===== config.mk =====
export PLATFORM = sky130hd
export DESIGN_NAME = shift_seq_ctrl_flat
export DESIGN_NICKNAME = d
export VERILOG_FILES = /design/src/rtl/shift_seq_ctrl_if.sv /design/src/rtl/shift_seq_ctrl.sv /design/src/flat_wrapper.sv
export SDC_FILE = /design/constraint.sdc
export NUM_CORES = 1
export LEC_CHECK = 0
export ABC_AREA = 1
export BUFFER_PORTS_ARGS = -buffer_cell sky130_fd_sc_hd__buf_2
export CORE_AREA = 3 3 113 93
export DETAILED_ROUTE_END_ITERATION = 10
export DIE_AREA = 0 0 116 96
export GPL_ROUTABILITY_DRIVEN = 1
export MAX_ROUTING_LAYER = met4
export PLACE_DENSITY = 0.78
export REMOVE_ABC_BUFFERS = 1
export SYNTH_ARGS = -nofsm -noshare
export SYNTH_HDL_FRONTEND = slang
export SYNTH_SLANG_ARGS = --single-unit
export TNS_END_PERCENT = 100

===== constraint.sdc =====
create_clock -name clk -period 2.62 [get_ports clk]
set_clock_uncertainty 0.15 [all_clocks]
set_input_delay 0.524 -clock clk [delete_from_list [all_inputs] [get_ports clk]]
set_output_delay 0.524 -clock clk [all_outputs]
set_load 0.05 [all_outputs]

===== src/rtl/shift_seq_ctrl_if.sv =====
// shift_seq_ctrl_if: start/busy/done handshake and operand bus for the multi-cycle shifter
// master drives start, val_rm, shift_type, amount, carry_in; slave returns busy, done, result, carry_out
interface shift_seq_ctrl_if;
  logic        start;
  logic [31:0] val_rm;
  logic [1:0]  shift_type;
  logic [7:0]  amount;
  logic        carry_in;
  logic        busy;
  logic        done;
  logic [31:0] result;
  logic        carry_out;
  modport master (output start, val_rm, shift_type, amount, carry_in, input busy, done, result, carry_out);
  modport slave  (input start, val_rm, shift_type, amount, carry_in, output busy, done, result, carry_out);
endinterface


===== src/rtl/shift_seq_ctrl.sv =====
// shift_seq_ctrl: multi-cycle register-specified ARM shift, at most STEP bits per cycle
// ports: clk, rst (sync, active-high); bus (slave): start/val_rm/shift_type/amount/carry_in in,
// busy/done/result/carry_out out
module shift_seq_ctrl #(
  parameter int STEP = 4
) (
  input  logic              clk,
  input  logic              rst,
  shift_seq_ctrl_if.slave   bus
);
  typedef enum logic [1:0] {IDLE, SHIFT, DONE} state_t;
  localparam logic [5:0] STEP6 = 6'(STEP);
  state_t      r_state, w_next;
  logic [31:0] r_val, w_val, w_ror;
  logic        r_carry, w_c;
  logic [1:0]  r_type;
  logic [5:0]  r_rem, w_chunk, w_rem_nxt, w_eff;
  logic [32:0] w_lsl, w_lsr, w_asr;
  always_comb begin
    w_chunk   = (r_rem < STEP6) ? r_rem : STEP6;
    w_rem_nxt = r_rem - w_chunk;
    // a zero ROR count with nonzero amount behaves like amount==0 except for the carry source
    w_eff = (bus.amount == 8'd0) ? 6'd0 :
            (bus.shift_type == 2'b11) ? {1'b0, bus.amount[4:0]} :
            (bus.shift_type == 2'b10) ? ((bus.amount > 8'd32) ? 6'd32 : bus.amount[5:0]) :
            ((bus.amount > 8'd33) ? 6'd33 : bus.amount[5:0]);
    // the extra bit on each side captures the last bit shifted out of the chunk
    w_lsl = {1'b0, r_val} << w_chunk;
    w_lsr = {r_val, 1'b0} >> w_chunk;
    w_asr = $signed({r_val, 1'b0}) >>> w_chunk;
    w_ror = (r_val >> w_chunk) | (r_val << (6'd32 - w_chunk));
    w_val = (r_type == 2'b00) ? w_lsl[31:0] :
            (r_type == 2'b01) ? w_lsr[32:1] :
            (r_type == 2'b10) ? w_asr[32:1] : w_ror;
    w_c   = (r_type == 2'b00) ? w_lsl[32] :
            (r_type == 2'b01) ? w_lsr[0] :
            (r_type == 2'b10) ? w_asr[0] : w_ror[31];
    w_next = (r_state == IDLE)  ? (bus.start ? ((w_eff != 6'd0) ? SHIFT : DONE) : IDLE) :
             (r_state == SHIFT) ? ((w_rem_nxt != 6'd0) ? SHIFT : DONE) : IDLE;
  end
  always_ff @(posedge clk) begin
    if (rst) begin
      r_state <= IDLE;
      r_val   <= '0;
      r_carry <= 1'b0;
      r_type  <= 2'b00;
      r_rem   <= '0;
    end else begin
      r_state <= w_next;
      if (r_state == IDLE && bus.start) begin
        r_val   <= bus.val_rm;
        r_type  <= bus.shift_type;
        r_rem   <= w_eff;
        r_carry <= (bus.shift_type == 2'b11 && bus.amount != 8'd0) ? bus.val_rm[31] : bus.carry_in;
      end else if (r_state == SHIFT) begin
        r_val   <= w_val;
        r_carry <= w_c;
        r_rem   <= w_rem_nxt;
      end
    end
  end
  assign bus.busy      = (r_state != IDLE);
  assign bus.done      = (r_state == DONE);
  assign bus.result    = r_val;
  assign bus.carry_out = r_carry;
endmodule


===== src/flat_wrapper.sv =====
// flat-port wrapper written by rule: the top's interface ports become plain ports
module shift_seq_ctrl_flat 
#(
  parameter int STEP = 4
)
  (clk, rst, bus_start, bus_val_rm, bus_shift_type, bus_amount, bus_carry_in, bus_busy, bus_done, bus_result, bus_carry_out);
  shift_seq_ctrl_if bus_i ();
  input  logic clk;
  input  logic rst;
  input wire logic [$bits(bus_i.start)-1:0] bus_start;
  input wire logic [$bits(bus_i.val_rm)-1:0] bus_val_rm;
  input wire logic [$bits(bus_i.shift_type)-1:0] bus_shift_type;
  input wire logic [$bits(bus_i.amount)-1:0] bus_amount;
  input wire logic [$bits(bus_i.carry_in)-1:0] bus_carry_in;
  output wire logic [$bits(bus_i.busy)-1:0] bus_busy;
  output wire logic [$bits(bus_i.done)-1:0] bus_done;
  output wire logic [$bits(bus_i.result)-1:0] bus_result;
  output wire logic [$bits(bus_i.carry_out)-1:0] bus_carry_out;
  assign bus_i.start = bus_start;
  assign bus_i.val_rm = bus_val_rm;
  assign bus_i.shift_type = bus_shift_type;
  assign bus_i.amount = bus_amount;
  assign bus_i.carry_in = bus_carry_in;
  assign bus_busy = bus_i.busy;
  assign bus_done = bus_i.done;
  assign bus_result = bus_i.result;
  assign bus_carry_out = bus_i.carry_out;
  shift_seq_ctrl #(.STEP(STEP)) u_core (.clk(clk), .rst(rst), .bus(bus_i));
endmodule

==> metrics.md <==
| Metric | Value |
|---|---|
| Area leader, netlist | `nand2_1` |
| Initial DRC Count | `1007` |
| Hold path startpoint | `u_core.bus.result[29]` |
| Setup WS pre-CTS | `0.08478 ns` |
| H-tree Lvls | `2` |
| Crit Path Category | `register to register` |
| Total global routing overflow | `0` |
| Die ar. | `between 10000 and 15000 um2` |
| CTS sink count | `between 40 and 50` |
| Critical R2R Launch | `u_core.r_rem[2]` |
| Vias in the first global route | `about 5900` |
| Crit-path max FO | `27` |
| DRC | `0` |
| Tmin final | `approximately 2.5 ns` |
| Antenna-violating nets left | `0` |
| Area of all placed cells without fillers | `slightly below 6000 um2` |
| Total power | `between 5 and 6 mW` |
| Crit path required time | `about 2.6 ns` |
| Initial core utilization | `a little over half` |
| Count of final hold-check violations | `0` |
| CP max stage cell | `dfxtp_1` |
| Area grow syn2layout | `19.13%` |
| Max_slew headroom | `between 40 and 50%` |
| I/O pins | `~80` |
| Pre-Repair DR Iteration Count | `5` |
| Ys async rst share | `0%` |
| HPWL Detailed | `about 15000 um` |
| Ys Warns | `0` |
| Synthesized area | `approximately 5000 um2` |
| Diode count | `0` |
| Ys flop type | `dfxtp_1` |
| Synth top area share | `22.51%` |
| Fmax | `0.4030 GHz` |
| Die X | `116 um` |
| Worst R2R End | `u_core.bus.result[13]` |
| Hold Path Class | `register to register` |
| Actual slew at the worst max-slew pin | `~0.87 ns` |
| CP Capture Type | `register` |
| Cell variety after synth | `48` |
| Largest net degree at the start of global routing | `53` |
| Syn Inst Count | `approximately 900` |
| Syn_area_per_cell | `~5.5 um2` |
| Placeable Area | `roughly 9500 um2` |
| FP Rows | `32` |
| Deepest clock path buffer count | `2` |
| FF-to-FF setup slack | `0.14 ns` |
| Post-Layout Cell Count | `1116` |
| Clock-pin transition on the worst setup and hold timing paths | `0.07 ns` |
| Final GP Congestion | `1.075` |
| Worst Hold Path EP | `u_core.bus.result[29]` |
| Arrival time of the worst setup path | `2.50 ns` |
| Status | `complete, no violations` |
| Crit-path most repeated cell | `nand3_1` |
| Root buffer cell | `clkbuf_16` |
| Hold path depth | `2` |
| Setup ws final | `between 0.1 and 0.15 ns` |
| CP cell instances | `nor2_4 -> nand2_2 -> nor2_4 -> inv_1 -> ha_4 -> clkinv_1 -> buf_12 -> nand3_1 -> nand3_1 -> nand3_1 -> a21oi_1 -> o21ai_1 -> nand3_1 -> nand2_1 -> a21oi_1` |
| Global-route usage over all layers | `about 37%` |
| Worst setup SP type | `register` |
| Die Height | `between 90 and 100 um` |
| Fin. max-slew vios | `0` |
| Synth Register Bits | `43` |
| Area after DPL | `between 5000 and 6000 um2` |
| Max-Cap Viols | `0` |
| CTS hold repair buffers | `0` |
| Insertion delay to the later sink of the worst-skew pair | `just under 0.3 ns` |
| CTS Buf Count | `5` |
| Layout cells sized above 1 | `~18%` |
| Final nets | `around 1000` |
| FILL cells | `979` |
| Initial antenna violation count | `0` |
| Port bufs | `80` |
| Drt total wl | `20550 um` |
| Via count | `6765` |
| Post-synth EDFFs | `0` |
| Synth area leaders | `nand2_1 (23%), dfxtp_1 (17%), nand3_1 (7.9%)` |
| Max VDD drop | `about 0.00042 V` |
| Global-route wire length before repair | `~32000 um` |
| Placed Cells | `roughly 1100` |
| # setup viols final | `0` |
| Setup TNS | `0 ns` |
| Power Dens Cells | `870.9 nW/um2` |
| Critical Path Max Stage Delay | `0.33 ns` |
| Wire length per cell | `around 18 um` |
| Pleak | `roughly 3 nW` |
| Fraction of the cycle the final worst path needs | `a little over nine tenths` |
| Depth of the worst register-to-register path | `15` |
| Register area share after synthesis | `roughly 17%` |
| Vias per cell | `6.062` |
| CTS tree | `done` |
## sequential cells by signal (all words and copies together), names as in the netlist, named ones only
signal and flops:
u_core.bus.result 31, u_core.r_type 2, u_core.r_rem 6, u_core.r_state 2
u_core.bus.carry_out 1
## how the worst max path moves through the flow
stage               startpoint                     to  cells after the start
6_report       u_core.r_rem[2]  u_core.bus.result[13]                     15
5_1_grt        u_core.r_rem[2]  u_core.bus.result[19]                     15
4_1_cts        u_core.r_rem[5]  u_core.bus.result[13]                     14
3_5_place_dp   u_core.r_rem[5]  u_core.bus.result[13]                     14
3_3_place_gp   u_core.r_rem[5]  u_core.bus.result[13]                     14
2_1_floorplan  u_core.r_rem[2]  u_core.bus.result[17]                     14
## repair_timing
action | 4_1_cts | 5_1_grt
setup buffers | 0 | 3
resized for setup | 0 | 11
setup endpoints to repair | 0 | 11
## critical path, delay by kind of cell (launching register included)
family	cells	cell delay (ns)
simple gates	8	0.91
buf+inv	3	0.35
compound gates	3	0.35
flops	1	0.33
fa+ha+maj	1	0.28
## kinds of logic after synthesis
| kind of cell | Yosys count | share of synthesized area, % |
|---|---|---|
| AND/OR/NAND/NOR | 484 | 41.31 |
| buffers and inverters | 148 | 12.00 |
| XOR/XNOR | 2 | 0.3502 |
| other | 1 | 0.07495 |
| multiplexers | 1 | 0.2250 |
| adder cells (fa/ha/maj) | 2 | 0.5000 |
| flip-flops | 43 | 17.20 |
| AO/OA/AOI/OAI | 229 | 28.33 |
## final cells by class
cell class	count	area, um2	share of cell area (%)
well taps	119	148.9	2.498
inverters	91	341.6	5.730
multi-input cells	719	3582	60.10
flip-flops and latches	43	863.3	14.48
clock inverters	2	12.51	0.2099
clock buffers	6	128.9	2.162
repair buffers	136	883.3	14.82
## cells in the mapped netlist, types with 10 or more instances
| cell | instances |
|---|---|
| a21oi_1 | 62 |
| a31oi_1 | 10 |
| buf_2 | 14 |
| clkbuf_1 | 35 |
| dfxtp_1 | 43 |
| inv_1 | 84 |
| nand2_1 | 300 |
| nand2_2 | 12 |
| nand3_1 | 79 |
| nand4_1 | 14 |
| nor2_1 | 57 |
| o2111ai_1 | 19 |
| o211ai_1 | 21 |
| o21ai_0 | 63 |
| o221ai_1 | 15 |
## cells in the final DEF (no fill, tap or decap), types with 4 or more instances in the layout
master,netlist,final
clkbuf_16,0,5
and2_1,5,5
o21ai_1,9,13
nand2_1,300,297
a31oi_1,10,10
o21a_1,8,8
nand4_1,14,14
buf_12,1,5
nand3_1,79,78
dfxtp_1,43,41
o2111ai_1,19,19
o211ai_1,21,21
nor2_1,57,54
nand2_2,12,15
nor3_1,5,5
o22ai_1,6,6
o221ai_1,15,15
clkinv_1,4,4
inv_1,84,84
a21oi_1,62,62
buf_4,1,51
o21ai_0,63,59
buf_2,14,80
## per-stage QoR
stage | hold WS [ns] | utilization [%]
after CTS | 0.3318 | 61.97
after detailed placement | 0.3188 | 60.49
final | 0.3301 | 62.55
after global routing | 0.3509 | 62.55
after global placement | 0.3163 | 60.49
after floorplan | 0.3429 | -
## layer usage
metal | GRT usage (%) | up-vias | routed length [um]
met4 | 8.309 | 0 | 317
met5 | - | - | 0
met1 | 51.68 | 2996 | 8916
li1 | - | 3257 | -
met2 | 53.26 | 475 | 8404
met3 | 11.50 | 37 | 2913
## where the power goes
part / internal [mW] / switching, mW
logic: 1.18 / 2.46
registers: 0.766 / 0.141
clock network: 0.353 / 0.291
total: 2.30 / 2.89
Power figures use the tool's default switching activity.
